### src/rtl/sap1_controller.sv
// SAP-1 control sequencer: six-state fetch/execute ring with combinational
// strobe decode of state, IR opcode and ALU flags.
module sap1_controller (
  input  logic       clk,
  input  logic       clr,
  input  logic [3:0] opcode,
  input  logic       zero,
  input  logic       carry,
  output logic       cp,
  output logic       ep,
  output logic       lp,
  output logic       lm,
  output logic       ce,
  output logic       li,
  output logic       ei,
  output logic       la,
  output logic       ea,
  output logic       lb,
  output logic       su,
  output logic       eu,
  output logic       lo,
  output logic       hlt,
  output logic [2:0] t_state
);

  typedef enum logic [2:0] {
    BOOT = 3'd0, T1 = 3'd1, T2 = 3'd2, T3 = 3'd3,
    T4   = 3'd4, T5 = 3'd5, T6 = 3'd6
  } state_t;

  localparam logic [3:0] OP_LDA = 4'b0000;
  localparam logic [3:0] OP_ADD = 4'b0001;
  localparam logic [3:0] OP_SUB = 4'b0010;
  localparam logic [3:0] OP_JMP = 4'b0011;
  localparam logic [3:0] OP_JZ  = 4'b0100;
  localparam logic [3:0] OP_JC  = 4'b0101;
  localparam logic [3:0] OP_OUT = 4'b1110;
  localparam logic [3:0] OP_HLT = 4'b1111;

  state_t state, state_next;
  logic   halted;
  logic   halting;

  // Once HLT has been seen in T4 the halt is latched, so later opcode changes cannot release it.
  assign halting = (state == T4) && (halted || opcode == OP_HLT);

  always_ff @(posedge clk) begin
    // NOTE: sequential state uses non-blocking assignments so every register samples pre-edge values.
    if (clr) begin
      state  <= BOOT;
      halted <= 1'b0;
    end else begin
      state <= state_next;
      if (halting) halted <= 1'b1;
    end
  end

  always_comb begin
    // NOTE: every output gets a default first so no path through the case infers a latch.
    state_next = state;
    cp = 1'b0; ep = 1'b0; lp = 1'b0; lm  = 1'b0; ce = 1'b0;
    li = 1'b0; ei = 1'b0; la = 1'b0; ea  = 1'b0; lb = 1'b0;
    su = 1'b0; eu = 1'b0; lo = 1'b0; hlt = 1'b0;

    unique case (state)
      BOOT: begin
        ep = 1'b1;
        state_next = T1;
      end
      T1: begin
        lm = 1'b1;
        state_next = T2;
      end
      T2: begin
        cp = 1'b1;
        state_next = T3;
      end
      T3: begin
        ce = 1'b1;
        li = 1'b1;
        state_next = T4;
      end
      T4: begin
        state_next = T5;
        if (halting) begin
          hlt = 1'b1;
          state_next = T4;
        end else begin
          unique case (opcode)
            OP_LDA, OP_ADD, OP_SUB: begin ei = 1'b1; lm = 1'b1; end
            OP_OUT: begin ea = 1'b1; lo = 1'b1; end
            OP_JMP: begin ei = 1'b1; lp = 1'b1; end
            OP_JZ:  begin ei = 1'b1; lp = zero; end
            OP_JC:  begin ei = 1'b1; lp = carry; end
            default: ;
          endcase
        end
      end
      T5: begin
        state_next = T6;
        unique case (opcode)
          OP_LDA: begin ce = 1'b1; la = 1'b1; end
          OP_ADD, OP_SUB: begin ce = 1'b1; lb = 1'b1; end
          default: ;
        endcase
      end
      T6: begin
        // ep here pre-requests the PC drive, which the PC registers, for the next T1.
        ep = 1'b1;
        state_next = T1;
        unique case (opcode)
          OP_ADD: begin eu = 1'b1; la = 1'b1; end
          OP_SUB: begin su = 1'b1; eu = 1'b1; la = 1'b1; end
          default: ;
        endcase
      end
      default: state_next = BOOT;
    endcase

    if (clr) begin
      cp = 1'b0; ep = 1'b0; lp = 1'b0; lm  = 1'b0; ce = 1'b0;
      li = 1'b0; ei = 1'b0; la = 1'b0; ea  = 1'b0; lb = 1'b0;
      su = 1'b0; eu = 1'b0; lo = 1'b0; hlt = 1'b0;
    end
  end

  assign t_state = clr ? 3'd0 : state;

endmodule
### config.mk
export PLATFORM = sky130hd
export DESIGN_NAME = sap1_controller
export DESIGN_NICKNAME = d
export VERILOG_FILES = /design/src/rtl/sap1_controller.sv
export SDC_FILE = /design/constraint.sdc
export NUM_CORES = 1
export LEC_CHECK = 0
export ABC_AREA = 1
export BUFFER_PORTS_ARGS = -buffer_cell sky130_fd_sc_hd__clkbuf_2
export CELL_PAD_IN_SITES_DETAIL_PLACEMENT = 2
export CELL_PAD_IN_SITES_GLOBAL_PLACEMENT = 2
export CORE_MARGIN = 8
export CORE_UTILIZATION = 19
export DETAILED_ROUTE_END_ITERATION = 10
export PLACE_DENSITY_LB_ADDON = 0.05
export SYNTH_ARGS = -nofsm -noshare
export SYNTH_HDL_FRONTEND = slang
export SYNTH_SLANG_ARGS = --single-unit
### constraint.sdc
create_clock -name clk -period 2.7 [get_ports clk]
set_input_delay 0.675 -clock clk [delete_from_list [all_inputs] [get_ports clk]]
set_output_delay 0.675 -clock clk [all_outputs]
set_load 0.05 [all_outputs]
==> reports/qor.csv <==
metric,value,unit
p_per_area,386,mW/mm²
dieHeight,61.6,µm
grt_pass1_vias,601,
p_leak,0.330,nW
synthMuxAreaShare,0,
cts.htree.levels,1,
synth_compound_area_frac,0.130,
synth-simple-area-share,0.535,
crit_path_start_kind,input port,
cp.arrival,1.69,ns
cts_setup_buffers,0,
gp_congestion,0.730,
setup_violations,0,
tritoncts,yes,
fp.dieW,61.6,µm
max_cap_violations,0,
cts.sinks,4,
antennaDiodeCount,0,
path_max_fanout,5,
synth-xor-area-share,0,
grt_use_total,0.0873,
slew_headroom,0.810,
start_util,0.202,
ys_ff_latch,4,
switching_share,0.401,
fillers,287,
drc,0,
clock_path_buffers,2,
cts_root_buf,clkbuf_4,
numCtsBuffers,3,
power_frac_comb,0.377,
wl_per_cell,12.3,µm
fmax,422,MHz
drive_gt1_frac,0.484,
critPathTopFamily,simple AND/OR/NAND/NOR gates,
post-route-period-util,0.877,
yosysSeqAreaShare,0.203,
drt-total-wl,1500,µm
hold_violations,0,
grt_pass1_wl,2480,µm
ys_warn_count,0,
area_growth,47.2,%
syn_area,395,µm²
grt_max_degree,7,
synth_top_area_cell,dfxtp_1,
worst_hold_slack,0.480,ns
fin_worst_skew,0.00247,ns
finalMaxSlewViolations,0,
synth_cells,69,
io_buffers,24,
hold_buffers,0,
clockPowerShare,0.325,
status,"complete, no violations",
vias,529,
vdd_drop_max,225,µV
period_needed,2.37,ns
synth_cell_types,19,
synth_area_leaders,"dfxtp_1 20%, nor2_1 15%, nand2_1 11%",
core_area,0.00196,mm²
clock_latency,0.23,ns
hp-class,flop to flop,
tightest_slew,0.286,ns
yosys.area.top_type_share,0.203,
synth_nets,77,
antenna_found_initial,0,
cts_resized,0,
critical_path_buf_inv_count,2,
dieArea,0.00380,mm²
crit_chain,clkbuf_2 > nor2_2 > nand3_1 > nor3_4 > clkbuf_2,
dp_hpwl,1370,µm
overflow,0,
end_kind,output pin,
finalSetupTns,0,ns
drt_iter0_drc,2,
synthAdderAreaFrac,0,
max_stage_delay,0.30,ns
clk_pin_slew,0.04,ns
rsz0062_at_grt,no,
synth_top_family_by_area,simple AND/OR/NAND/NOR gates,
ios,25,
path_class,input port to output pin,
ant_nets,0,
cp.required,2.03,ns
avgViaCountPerCell,4.34,
first_pass_iters,2,
rows,16,
crit_path_top_delay_cell,clkbuf_2,
synth.avg_cell_area,5.73,µm²
p_int,0.134,mW
p_sw,0.0900,mW
fin_nets,105,
crit_path_frequent_cell,clkbuf_2,
p_seq_frac,0.299,
==> worst min-delay path, cell delays in order (launching register included) <==
cell,delay [ns]
dfxtp_1,0.32
nand2_1,0.07
nand2_1,0.04
==> registers in the layout, summed over array words and instances (netlist names) <==
name / flops
halted: 1
state: 3
==> cell usage after synthesis <==
| master | count |
|---|---|
| nand4_1 | 2 |
| nand2_1 | 12 |
| a21oi_1 | 1 |
| a21oi_2 | 1 |
| nand3b_1 | 1 |
| nor3_2 | 1 |
| inv_1 | 7 |
| o21bai_1 | 2 |
| nand3_1 | 5 |
| o21ai_1 | 1 |
| inv_2 | 5 |
| buf_4 | 1 |
| nor2_2 | 3 |
| nand2_2 | 4 |
| o21bai_2 | 1 |
| nor3b_1 | 1 |
| nor2_1 | 16 |
| o22ai_1 | 1 |
| dfxtp_1 | 4 |
==> metrics by stage <==
step | setup WS [ns] | utilization | total power, mW | instance area (µm²) | instances
finish | 0.332 | 0.297 | 0.224 | 582 | 122
global placement | 0.358 | 0.285 | 0.153 | 559 | 119
floorplan | 0.000943 | - | 0.128 | 413 | 69
detailed placement | 0.298 | 0.285 | 0.154 | 559 | 119
global route | 0.222 | 0.297 | 0.243 | 582 | 122
CTS | 0.301 | 0.297 | 0.232 | 582 | 122
==> cell type report <==
cell class	count	area (µm²)	share of cell area
clock buffer	3	22.5	0.0387
inverter	12	45.0	0.0774
multi-input combinational	52	280	0.482
sequential	4	80.1	0.138
tap	27	33.8	0.0581
timing repair buffer	24	120	0.206
==> power groups by stage <==
stage,Sequential (mW),Combinational [mW],Clock [mW]
final,0.0671,0.0845,0.0728
after global routing,0.0674,0.0934,0.0823
after CTS,0.0671,0.0866,0.0786
after detailed placement,0.0680,0.0863,0
after global placement,0.0679,0.0852,0
after floorplan,0.0674,0.0606,0
==> cell families after synthesis <==
logic type / Yosys count
buf+inv: 13
simple gates: 45
compound gates: 7
flops: 4
==> worst paths after layout <==
kind	to	slack, ns	start	cells after the start
hold reg to reg	halted	0.48	halted	2
setup reg to reg	halted	1.79	state[1]	5
hold / removal	halted	0.48	halted	2
setup / recovery	su	0.33	opcode[3]	5
==> metal layers <==
layer / part of all wire / GRT usage / vias up
met3: 0.053 / 0.00835 / 2
li1: - / - / 270
met1: 0.40 / 0.0819 / 244
met2: 0.53 / 0.171 / 13
met5: 0 / 0 / -
met4: 0.0093 / 0.0584 / 0
==> layout by cell type (no fill, tap or decap), types with 3 or more instances in the layout <==
master    count
clkbuf_2     24
clkbuf_4      3
dfxtp_1       4
inv_1         7
inv_2         5
nand2_1      12
nand2_2       4
nand3_1       5
nor2_1       13
nor2_2        6
Power figures use the tool's default switching activity.
